--- src/rtl/multiplier_product_accum_if.sv ---
// Product-in / window-sum-out stream bundle for the multiplier product accumulator.
interface multiplier_product_accum_if #(
    parameter int p_width   = 10,
    parameter int acc_width = 12
);
    logic                 istream_val;
    logic                 istream_rdy;
    logic [p_width-1:0]   istream_msg;
    logic                 ostream_val;
    logic                 ostream_rdy;
    logic [acc_width-1:0] ostream_msg;

    modport master (
        output istream_val, istream_msg, ostream_rdy,
        input  istream_rdy, ostream_val, ostream_msg
    );

    modport slave (
        input  istream_val, istream_msg, ostream_rdy,
        output istream_rdy, ostream_val, ostream_msg
    );
endinterface

--- src/rtl/multiplier_product_accum.sv ---
// Sums win_len signed products per window and hands each sum downstream over a val/rdy stream.
module multiplier_product_accum #(
    parameter int p_width   = 10,
    parameter int win_len   = 4,
    parameter int acc_width = p_width + $clog2(win_len)
) (
    input  logic                         clk,
    input  logic                         reset,
    multiplier_product_accum_if.slave    bus
);
    localparam int cnt_w = $clog2(win_len) + 1;
    localparam logic [0:0] st_accum = 1'b0;
    localparam logic [0:0] st_full  = 1'b1;
    localparam logic [cnt_w-1:0] cnt_last = cnt_w'(win_len - 1);

    function automatic logic signed [acc_width-1:0] sign_ext(input logic signed [p_width-1:0] v);
        return acc_width'(v);
    endfunction

    logic [0:0]                  state_p0;
    logic signed [acc_width-1:0] acc_p0;
    logic signed [acc_width-1:0] res_p0;
    logic [cnt_w-1:0]            cnt_p0;
    logic                        vld_p0;
    logic                        in_fire;
    logic signed [acc_width-1:0] prod_ext;
    logic signed [acc_width-1:0] acc_sum;

    // Handshake outputs come only from registered state and ostream_rdy.
    assign vld_p0          = (state_p0 == st_full);
    assign bus.istream_rdy = !vld_p0 || bus.ostream_rdy;
    assign bus.ostream_val = vld_p0;
    assign bus.ostream_msg = res_p0;

    assign in_fire  = bus.istream_val && bus.istream_rdy;
    assign prod_ext = sign_ext(bus.istream_msg);
    assign acc_sum  = acc_p0 + prod_ext;

    // Stage p0: accumulate the window, then park the sum in res until drained.
    always_ff @(posedge clk) begin
        if (reset) begin
            state_p0 <= st_accum;
            acc_p0   <= '0;
            cnt_p0   <= '0;
            res_p0   <= '0;
        end else begin
            case (state_p0)
                st_accum: begin
                    if (in_fire) begin
                        if (cnt_p0 == cnt_last) begin
                            res_p0   <= acc_sum;
                            acc_p0   <= '0;
                            cnt_p0   <= '0;
                            state_p0 <= st_full;
                        end else begin
                            acc_p0 <= acc_sum;
                            cnt_p0 <= cnt_p0 + 1'b1;
                        end
                    end
                end
                st_full: begin
                    if (bus.ostream_rdy) begin
                        state_p0 <= st_accum;
                        // A product arriving on the drain cycle opens the next window.
                        if (bus.istream_val) begin
                            acc_p0 <= prod_ext;
                            cnt_p0 <= cnt_w'(1);
                        end else begin
                            acc_p0 <= '0;
                            cnt_p0 <= '0;
                        end
                    end
                end
                default: state_p0 <= st_accum;
            endcase
        end
    end
endmodule
--- src/flat_wrapper.sv ---
// flat-port wrapper written by rule: the top's interface ports become plain ports
module multiplier_product_accum_flat 
#(
    parameter int p_width   = 10,
    parameter int win_len   = 4,
    parameter int acc_width = p_width + $clog2(win_len)
)
  (clk, reset, bus_istream_val, bus_istream_msg, bus_ostream_rdy, bus_istream_rdy, bus_ostream_val, bus_ostream_msg);
  multiplier_product_accum_if #(.p_width(p_width), .acc_width(acc_width)) bus_i ();
  input  logic clk;
  input  logic reset;
  input wire logic [$bits(bus_i.istream_val)-1:0] bus_istream_val;
  input wire logic [$bits(bus_i.istream_msg)-1:0] bus_istream_msg;
  input wire logic [$bits(bus_i.ostream_rdy)-1:0] bus_ostream_rdy;
  output wire logic [$bits(bus_i.istream_rdy)-1:0] bus_istream_rdy;
  output wire logic [$bits(bus_i.ostream_val)-1:0] bus_ostream_val;
  output wire logic [$bits(bus_i.ostream_msg)-1:0] bus_ostream_msg;
  assign bus_i.istream_val = bus_istream_val;
  assign bus_i.istream_msg = bus_istream_msg;
  assign bus_i.ostream_rdy = bus_ostream_rdy;
  assign bus_istream_rdy = bus_i.istream_rdy;
  assign bus_ostream_val = bus_i.ostream_val;
  assign bus_ostream_msg = bus_i.ostream_msg;
  multiplier_product_accum #(.p_width(p_width), .win_len(win_len), .acc_width(acc_width)) u_core (.clk(clk), .reset(reset), .bus(bus_i));
endmodule
--- config.mk ---
export PLATFORM = sky130hd
export DESIGN_NAME = multiplier_product_accum_flat
export DESIGN_NICKNAME = d
export VERILOG_FILES = /design/src/rtl/multiplier_product_accum_if.sv /design/src/rtl/multiplier_product_accum.sv /design/src/flat_wrapper.sv
export SDC_FILE = /design/constraint.sdc
export NUM_CORES = 1
export LEC_CHECK = 0
export BUFFER_PORTS_ARGS = -buffer_cell sky130_fd_sc_hd__buf_4
export CAP_MARGIN = 20
export CORE_MARGIN = 8
export CORE_UTILIZATION = 56
export CTS_CLUSTER_SIZE = 16
export DETAILED_ROUTE_END_ITERATION = 8
export MAX_ROUTING_LAYER = met4
export PLACE_DENSITY = 0.79
export SLEW_MARGIN = 20
export SYNTH_ARGS = -nofsm -noshare
export SYNTH_HDL_FRONTEND = slang
export SYNTH_SLANG_ARGS = --single-unit
--- constraint.sdc ---
create_clock -name clk -period 2.9 [get_ports clk]
set_input_delay 0.435 -clock clk [delete_from_list [all_inputs] [get_ports clk]]
set_output_delay 0.435 -clock clk [all_outputs]
set_load 0.02 [all_outputs]
==> results of run 1 <==
-- area by class of cell --
cell class                 instances  share of cell area
clock buffer                       3              0.0110
inverter                           1             0.00183
timing repair buffer              28               0.102
sequential                        28               0.273
clock inverter                     1              0.0146
tap                               44              0.0268
multi-input combinational        183               0.570
-- cells in the final DEF (no fill, tap or decap), drive strengths merged, types with 4 or more instances in the layout --
| cell type | count |
|---|---|
| nand3 | 11 |
| ha | 12 |
| buf | 28 |
| dfxtp | 28 |
| nor3 | 9 |
| a221oi | 7 |
| nand4 | 4 |
| nand2 | 25 |
| nor2 | 25 |
| o21ai | 10 |
| xnor2 | 5 |
| a211oi | 5 |
| a21oi | 19 |
| or3 | 4 |
-- per-stage QoR --
step / worst slack, ns / hold slack (ns) / util / area (sq um) / power [uW]
after detailed placement: 0.523 / 0.447 / 0.655 / 2000 / 768
final: 0.751 / 0.290 / 0.672 / 2050 / 1030
after global placement: 0.569 / 0.442 / 0.655 / 2000 / 763
after CTS: 0.762 / 0.294 / 0.672 / 2050 / 1030
after floorplan: 0.760 / 0.437 / - / 1790 / 692
after global routing: 0.604 / 0.292 / 0.672 / 2050 / 1090
-- critical path: cells and delay by family, from the launching register on --
family / cells / cell delay [ns]
AO/OA/AOI/OAI: 3 / 0.87
flip-flops: 1 / 0.34
AND/OR/NAND/NOR: 1 / 0.08
adder cells (fa/ha/maj): 2 / 0.61
XOR/XNOR: 1 / 0.14
-- worst paths after layout --
path,to
setup reg to reg,u_core.acc_p0[6]
hold reg to reg,u_core.bus.ostream_msg[6]
hold / removal,u_core.cnt_p0[2]
setup / recovery,u_core.acc_p0[6]
-- state kept, by name, indices dropped and copies added (netlist names) --
register and count:
u_core.acc_p0 12, u_core.bus.ostream_msg 12, u_core.bus.ostream_val 1, u_core.cnt_p0 3
-- cell families (layout without fill, tap and decap cells) --
kind of cell | count (synthesis) | after routing | synth area share
and+or+nand+nor | 98 | 98 | 0.269
AOI/OAI and AO/OA | 63 | 63 | 0.244
DFF | 28 | 28 | 0.314
buffers and inverters | 14 | 33 | 0.0315
adders and majority gates | 13 | 13 | 0.0952
xor gates and xnor gates | 6 | 6 | 0.0294
muxes | 3 | 3 | 0.0175
-- metal layers --
layer | vias up | wire length, um | GRT usage
met5 | - | 0 | -
met4 | 0 | 51 | 0.0533
met3 | 5 | 277 | 0.0289
met2 | 57 | 1780 | 0.240
met1 | 784 | 2250 | 0.243
li1 | 877 | - | -
-- Yosys cell counts, drive strengths merged (4+ instances only) --
cell type and count:
xnor2 5, ha 12, clkbuf 10, dfxtp 28
nand3 11, nor3 9, nand2 25, nor2 25
a221oi 7, o21ai 10, nand4 4, a21oi 19
or3 4, a211oi 5
-- where the power goes --
part | internal (uW) | switching [uW] | total [uW]
clock network | 140 | 126 | 266
logic | 140 | 193 | 333
registers | 415 | 20.3 | 435
total | 695 | 339 | 1030
==> summary by stage, run 1 <==
Routing
In this run the remaining antenna-violating nets after routing total 0. The per-cell routed wire length is between 15 and 20 um. The wire length reported by the detailed router is approximately 4400 um.

The final route contains between 1,500 and 2,000 vias. The count of routing violations after the opening detailed-route iteration is between 100 and 150. The count of unresolved DRC violations after routing is 0. Before antenna repair, the detailed router went through 4 iterations.

Dividing the detail-routed via count by the number of cells gives approximately 6.0.

CTS
Clock tree synthesis selected as its root buffer the cell clkbuf_4. The number of clock buffers added by TritonCTS is 3. The clock tree from TritonCTS is built.

The count of H-tree levels built during CTS is 1. For this design, the sink count on the clock tree is 28. The post-cts resize count is 0.

The total of hold buffers inserted after clock tree synthesis is 0. The number of buffers between clock root and the deepest sink is 2. The number of post-CTS setup repair buffers is 0. For the worst-skew pair, the clock arrives at the later sink with an insertion delay of around 0.35 ns. The clock transition at the registers of the reported paths is roughly 0.17 ns.

Synthesis
By area the synthesized netlist is led by dfxtp_1 31%, ha_1 8.4%, a21oi_1 5.3%. Yosys printed 0 warnings. The cell count after synthesis is ~230. Counting flops with a built-in enable in the synthesized netlist gives 0. Counting flops with an async set or reset pin after synthesis yields a share of 0. Summing every instance area after synthesis gives about 1800 sq um.

The number of nets handed over by synthesis was approximately 250. The top cell type's share of synthesized area is 0.314. The largest area contributor in the synthesized netlist is dfxtp_1. In this run, synthesis produced a sequential element count of 28.

The post-synthesis sequential area ratio is 0.314. The average cell area after synthesis is between 7 and 8 sq um. The number of distinct library cells after synthesis is 48. The dominant register cell in the synthesized netlist is dfxtp_1.

Critical path
The first element of the critical path is u_core.acc_p0[0]. The highest cell delay on the worst timing path is around 0.41 ns. The signal on the critical path passes through ha_1 -> fa_1 -> a21o_1 -> a221oi_4 -> xnor2_1 -> a221oi_1 -> nor3_1. The largest individual stage delay along the critical path comes from the cell fa_1. The kind of end point of the critical path is a flip-flop. The critical path launch point type is a flip-flop. Data on the critical path is required at its endpoint by 3.13 ns. The number of cells on the worst reg-to-reg path is 7. The largest fanout of any net on the critical path is 6. The startpoint of the most critical register-to-register path is u_core.acc_p0[0]. The setup path with the least slack is of type flip-flop to flip-flop. Setup slack on the worst reg-to-reg path comes out at between 0.7 and 0.8 ns. Data arrives at the worst endpoint at ~2.4 ns.

Timing
The number of hold violations in the final report is 0. The shortest period the worst path allows is ~2.1 ns. Setup repair after global routing left no endpoint under its margin. The worst clock skew on the final layout is between 0.01 and 0.015 ns.

The setup-violating endpoint count in the final report is 0. The post-route clock period utilization is 0.741. Headroom to the max-slew limit came out at 0.441. The top achievable clock speed is 0.465 GHz.

The count of final max-slew check failures is 0. For the pin with the worst max-slew slack, the measured transition is about 0.84 ns. In the final timing run, aggregate negative setup slack is 0 ns.

Pwr
In this run the static leakage power is around 0.00082 uW. Across the VDD grid, the largest voltage drop is 0.268 mV. Dividing total power by cell area gives a power density of between 500 and 600 nW/um^2.

Final layout
Relative to the synthesized area, the layout overhead comes to 14.8%. In the final layout, the multi-input gates occupy about 1200 sq um. For this run, the post-layout net count is around 270. The number of inserted diodes is 0. Of the cells placed in the final design, the portion with a size suffix greater than 1 is 0.160.

The footprint of the flip-flops and latches is about 560 sq um. The final-layout fill cell count is around 280. The final standard cell count with taps included and fillers excluded is approximately 290.

Worst hold path
The tightest min-delay check is of the input pin to flip-flop type. The start point of the worst min-delay path is bus_ostream_rdy. Along the worst hold path, the cell count comes to 2.

Global routing
The first global-routing pass estimated slightly above 7000 um of wire. The via count of the first global-routing pass came to 1,460. The number of antenna violations at the first check in global routing is 0. The overall track demand over capacity in global routing is 0.172. The total congestion overflow after global routing is 0. The largest net degree at the start of global routing is 33.

Floorplanning
The initial cell density of the core is 0.585. For this design the top-level I/O count stands at 28. The floorplan step set the die height to approximately 72 um. The core footprint is slightly above 3000 sq um. The number of core rows is 20.

The die covers between 5000 and 6000 sq um. The die is between 70 and 80 um wide.

Placed design
The sum of net half-perimeters after detailed placement is approximately 3000 um. At the end of routability-driven placement, the weighted congestion stood at a little over 0.9. The count of buffers from port buffering is 27. In this run, placement finished with an instance count of about 280.

Run
The reported max-cap violation count is 0.

Status
The flow ran to the end, and the final reports show no timing, DRC or antenna violations.
Power figures use the tool's default switching activity.
==> run 2, diff against run 1 <==
--- a/config.mk
+++ b/config.mk
@@ -5,6 +5,7 @@
 export SDC_FILE = /design/constraint.sdc
 export NUM_CORES = 1
 export LEC_CHECK = 0
+export ABC_AREA = 1
 export BUFFER_PORTS_ARGS = -buffer_cell sky130_fd_sc_hd__buf_4
 export CAP_MARGIN = 20
 export CORE_MARGIN = 8
==> constraint.sdc (replaced) <==
create_clock -name clk -period 2 [get_ports clk]
set_input_delay 0.3 -clock clk [delete_from_list [all_inputs] [get_ports clk]]
set_output_delay 0.3 -clock clk [all_outputs]
set_load 0.02 [all_outputs]
==> run 2 against run 1 <==
  * Sequential share of layout area decreased by 0.083 points
  * Hold slack got worse by 0.065 ns
  * Synthesized cell count increased by 25%
  * Highest routed layer unchanged
==> summary by stage, run 2 <==
Final layout
The final layout net count came to 336 (was 272). The most common library cell in the layout ignoring fill and taps is nand2_1. The final-layout fill cell count was 303 (was 282).

The share of post-route cells with drive strength above 1 is 0.127 (was 0.160). The number of inserted diodes is 0 (unchanged). Most frequent cells in the layout: 84 x nand2_1, 41 x inv_1, 33 x nor2_1 (was 28 x buf_4, 28 x dfxtp_1, 25 x nor2_1, 25 x nand2_1, 19 x a21oi_1).

The signed area change from the synthesized netlist to the final layout is 15.6% (was 14.8%).

CTS
The clock latency on the worst-skew pair is 0.34 ns (was 0.35 ns). The clock tree from TritonCTS is built (unchanged). The clock transition at the registers of the reported paths is 0.16 ns (was 0.17 ns). The number of post-CTS setup repair buffers was 0 (unchanged). The CTS root buffer is clkbuf_4 (unchanged). The total of hold buffers inserted after clock tree synthesis is 0 (unchanged). The post-cts resize count came to 0 (unchanged).

The number of sinks on the clock net came to 28 (unchanged). The count of H-tree levels built during CTS is 1 (unchanged). The total CTS buffers is 3 (unchanged).

The number of buffers between clock root and the deepest sink is 2 (unchanged).

Critical path
Cell chain of the critical path: ha_1 -> fa_1 -> nand2_1 -> nand3_1 -> nand3_1 -> nand2_1 -> nand2_1 -> nand2_1 -> o21ai_0 -> inv_1 (was ha_1 -> fa_1 -> a21o_1 -> a221oi_4 -> xnor2_1 -> a221oi_1 -> nor3_1). The cell at the slowest stage of the critical path is fa_1 (unchanged). The highest cell delay on the worst timing path is 0.43 ns (was 0.41 ns). The cell occurring most often along the worst timing path is nand2_1. The kind of end point of the critical path is a flip-flop (unchanged).

The data arrival at the endpoint of the critical path is 1.98 ns (was 2.38 ns). The type of the worst setup path is flip-flop to flip-flop (unchanged). The required time at the endpoint of the critical path is 2.26 ns (was 3.13 ns). The largest fanout of any net on the critical path was 3 (was 6). The family of cells with the greatest summed delay on the critical path was adder cells (was compound AO/OA/AOI/OAI gates). The critical path launch point type is a flip-flop (unchanged). The buffer and inverter count on the worst path is 1 (was 0).

Global routing
The met3 track utilization from global routing is 0.0413 (was 0.0289). The largest net degree at the start of global routing was 25 (was 33). The met2 demand-to-capacity share in global routing is 0.308 (was 0.240).

The met1 layer usage reported by global route is 0.215 (was 0.243). The overall track demand over capacity in global routing is 0.186 (was 0.172). The number of antenna violations at the first check in global routing was 0 (unchanged). The total congestion overflow after global routing was 0 (unchanged). The global-route wire length before repair came to 7800 um (was 7120 um).

The via count of the first global-routing pass is 1,764 (was 1,460). The most crowded layer after global routing is met2 (was met1).

Floorplanning
The number of core rows is 20 (unchanged). The area of the die is 5240 sq um (was 5250 sq um). The height of the die is 72.4 um (was 72.5 um). The core footprint is 3030 sq um (was 3050 sq um). The width of the die is 72.4 um (was 72.5 um). The initial cell density of the core came to 0.588 (was 0.585). The top-level port count is 28 (unchanged).

Synthesis
The synthesized cell area came to 1780 sq um (was 1790 sq um). The most common cell in the netlist is nand2_1 (was dfxtp_1). The top cell type's share of synthesized area came to 0.315 (was 0.314).

Top cells by instance count after synthesis: 84 x nand2_1, 41 x inv_1, 33 x nor2_1 (was 28 x dfxtp_1, 25 x nand2_1, 25 x nor2_1). The number of warning messages in the yosys log is 0 (unchanged). The synthesized net count is 309 (was 252). The average cell area after synthesis is 6.31 sq um (was 7.94 sq um). The cell count after synthesis is 282 (was 225). The number of enable-type register cells in the synthesized netlist was 0 (unchanged). The largest area contributor in the synthesized netlist is dfxtp_1 (unchanged). Area contributors post-synth: dfxtp_1 31%, nand2_1 18%, inv_1 8.6% (was dfxtp_1 31%, ha_1 8.4%, a21oi_1 5.3%). The share of synthesized flip-flops with an asynchronous set or reset is 0 (unchanged). The dominant register cell in the synthesized netlist is dfxtp_1 (unchanged). The register bit count reported by yosys is 28 (unchanged).

The number of distinct library cells after synthesis is 20 (was 48). The post-synthesis sequential area ratio is 0.315 (was 0.314).

Timing
The transition time of the tightest slew-check pin is 0.484 ns (was 0.835 ns). The number of hold violations in the final report is 0 (unchanged). The top achievable clock speed is 0.583 GHz (was 0.465 GHz). The post-route clock period utilization came to 0.858 (was 0.741). The shortest period the worst path allows is 1.72 ns (was 2.15 ns). The tightest slew margin relative to the limit is 0.677 (was 0.441).

The setup-violating endpoint count in the final report is 0 (unchanged). RSZ-0062 raised after global routing: false (unchanged). The worst clock skew on the final layout came to 0.00968 ns (was 0.0129 ns). The accumulated negative setup slack came to 0 ns (unchanged).

The final critical-path setup slack was 0.284 ns (was 0.751 ns). The count of final max-slew check failures came to 0 (unchanged).

Placed design
The worst slack after detailed placement was 0.139 ns (was 0.523 ns). The global placer's final weighted congestion is 0.971 (was 0.930). The sum of net half-perimeters after detailed placement is 3330 um (was 3080 um).

The count of buffers from port buffering is 27 (unchanged).

Run
The reported max-cap violation count is 0 (unchanged).

Routing
The post-detailed-route via-to-cell ratio is 5.05 (was 5.98). The number of search-and-repair iterations in the first detailed-routing pass is 4 (unchanged). The count of routing violations after the opening detailed-route iteration is 101 (was 129). The residual antenna-violating net count after detailed routing was 0 (unchanged). The number of vias after detailed routing came to 1,778 (was 1,723). The wire length reported by the detailed router came to 4350 um (was 4360 um).

The per-cell routed wire length is 12.4 um (was 15.1 um). The count of unresolved DRC violations after routing is 0 (unchanged).

Pwr
The power per cell area is 644 nW/um^2 (was 504 nW/um^2). The worst-case vdd ir drop is 0.459 mV (was 0.268 mV). The cell leakage power is 0.00116 uW (was 0.000825 uW).

Worst hold path
The class of the tightest hold or removal check is input pin to flip-flop (unchanged).

Status
Run status: finished clean (unchanged).
## run 2: cell types whose count changed in the layout (fill, tap and decap cells not counted), sizes merged, moves of 4 or more
cell and change:
nand2 +61, inv +40, o21ai +14, nor2 +9, nor3 -9, a221oi -7, a211oi -5, a21oi -5
a31oi +5, nand3 +5, or3 -4
## run 2: power breakdown
part	total [uW]	switching (uW)	internal [uW]
clock network	284	172	112
registers	616	22.3	594
logic	424	262	163
## run 2: final timing paths
check	from	endpoint	slack, ns	cells after the start
hold / removal	reset	u_core.bus.ostream_val	0.22	2
setup / recovery	u_core.acc_p0[0]	u_core.bus.ostream_msg[8]	0.28	10
hold reg to reg	u_core.cnt_p0[2]	u_core.cnt_p0[2]	0.47	2
setup reg to reg	u_core.acc_p0[0]	u_core.bus.ostream_msg[8]	0.28	10
## run 2: per-layer routing
layer	vias up	wire length (um)
met5	-	0
met4	0	105
met3	12	261
met2	45	1980
met1	782	2010
li1	939	-
## run 2: cell type report
cell class	instances	area (sq um)	share of cell area
Inverter	42	158	0.0766
Tap cell	44	55.1	0.0267
Multi-Input combinational cell	205	1030	0.501
Timing Repair Buffer	29	218	0.106
Sequential cell	28	561	0.272
Clock buffer	4	36.3	0.0176
## run 2: logic make-up (layout without fill, tap and decap cells)
family                     count (synthesis)  count (layout)  synth area share
adders and majority gates                 13              13            0.0956
xor gates and xnor gates                   6               6            0.0295
buffers and inverters                     49              75             0.106
and+or+nand+nor                          141             141             0.323
AOI/OAI and AO/OA                         45              45             0.131
DFF                                       28              28             0.315
## run 2: per-stage QoR
| stage | cell area (sq um) | hold slack [ns] | utilization | total power [uW] | cells |
|---|---|---|---|---|---|
| 6_report | 2060 | 0.225 | 0.680 | 1320 | 352 |
| 5_1_grt | 2060 | 0.216 | 0.680 | 1420 | 352 |
| 4_1_cts | 2060 | 0.207 | 0.680 | 1330 | 352 |
| 3_5_place_dp | 2020 | 0.452 | 0.668 | 1050 | 348 |
| 3_3_place_gp | 2020 | 0.459 | 0.668 | 1040 | 348 |
| 2_1_floorplan | 1780 | 0.439 | - | 938 | 282 |
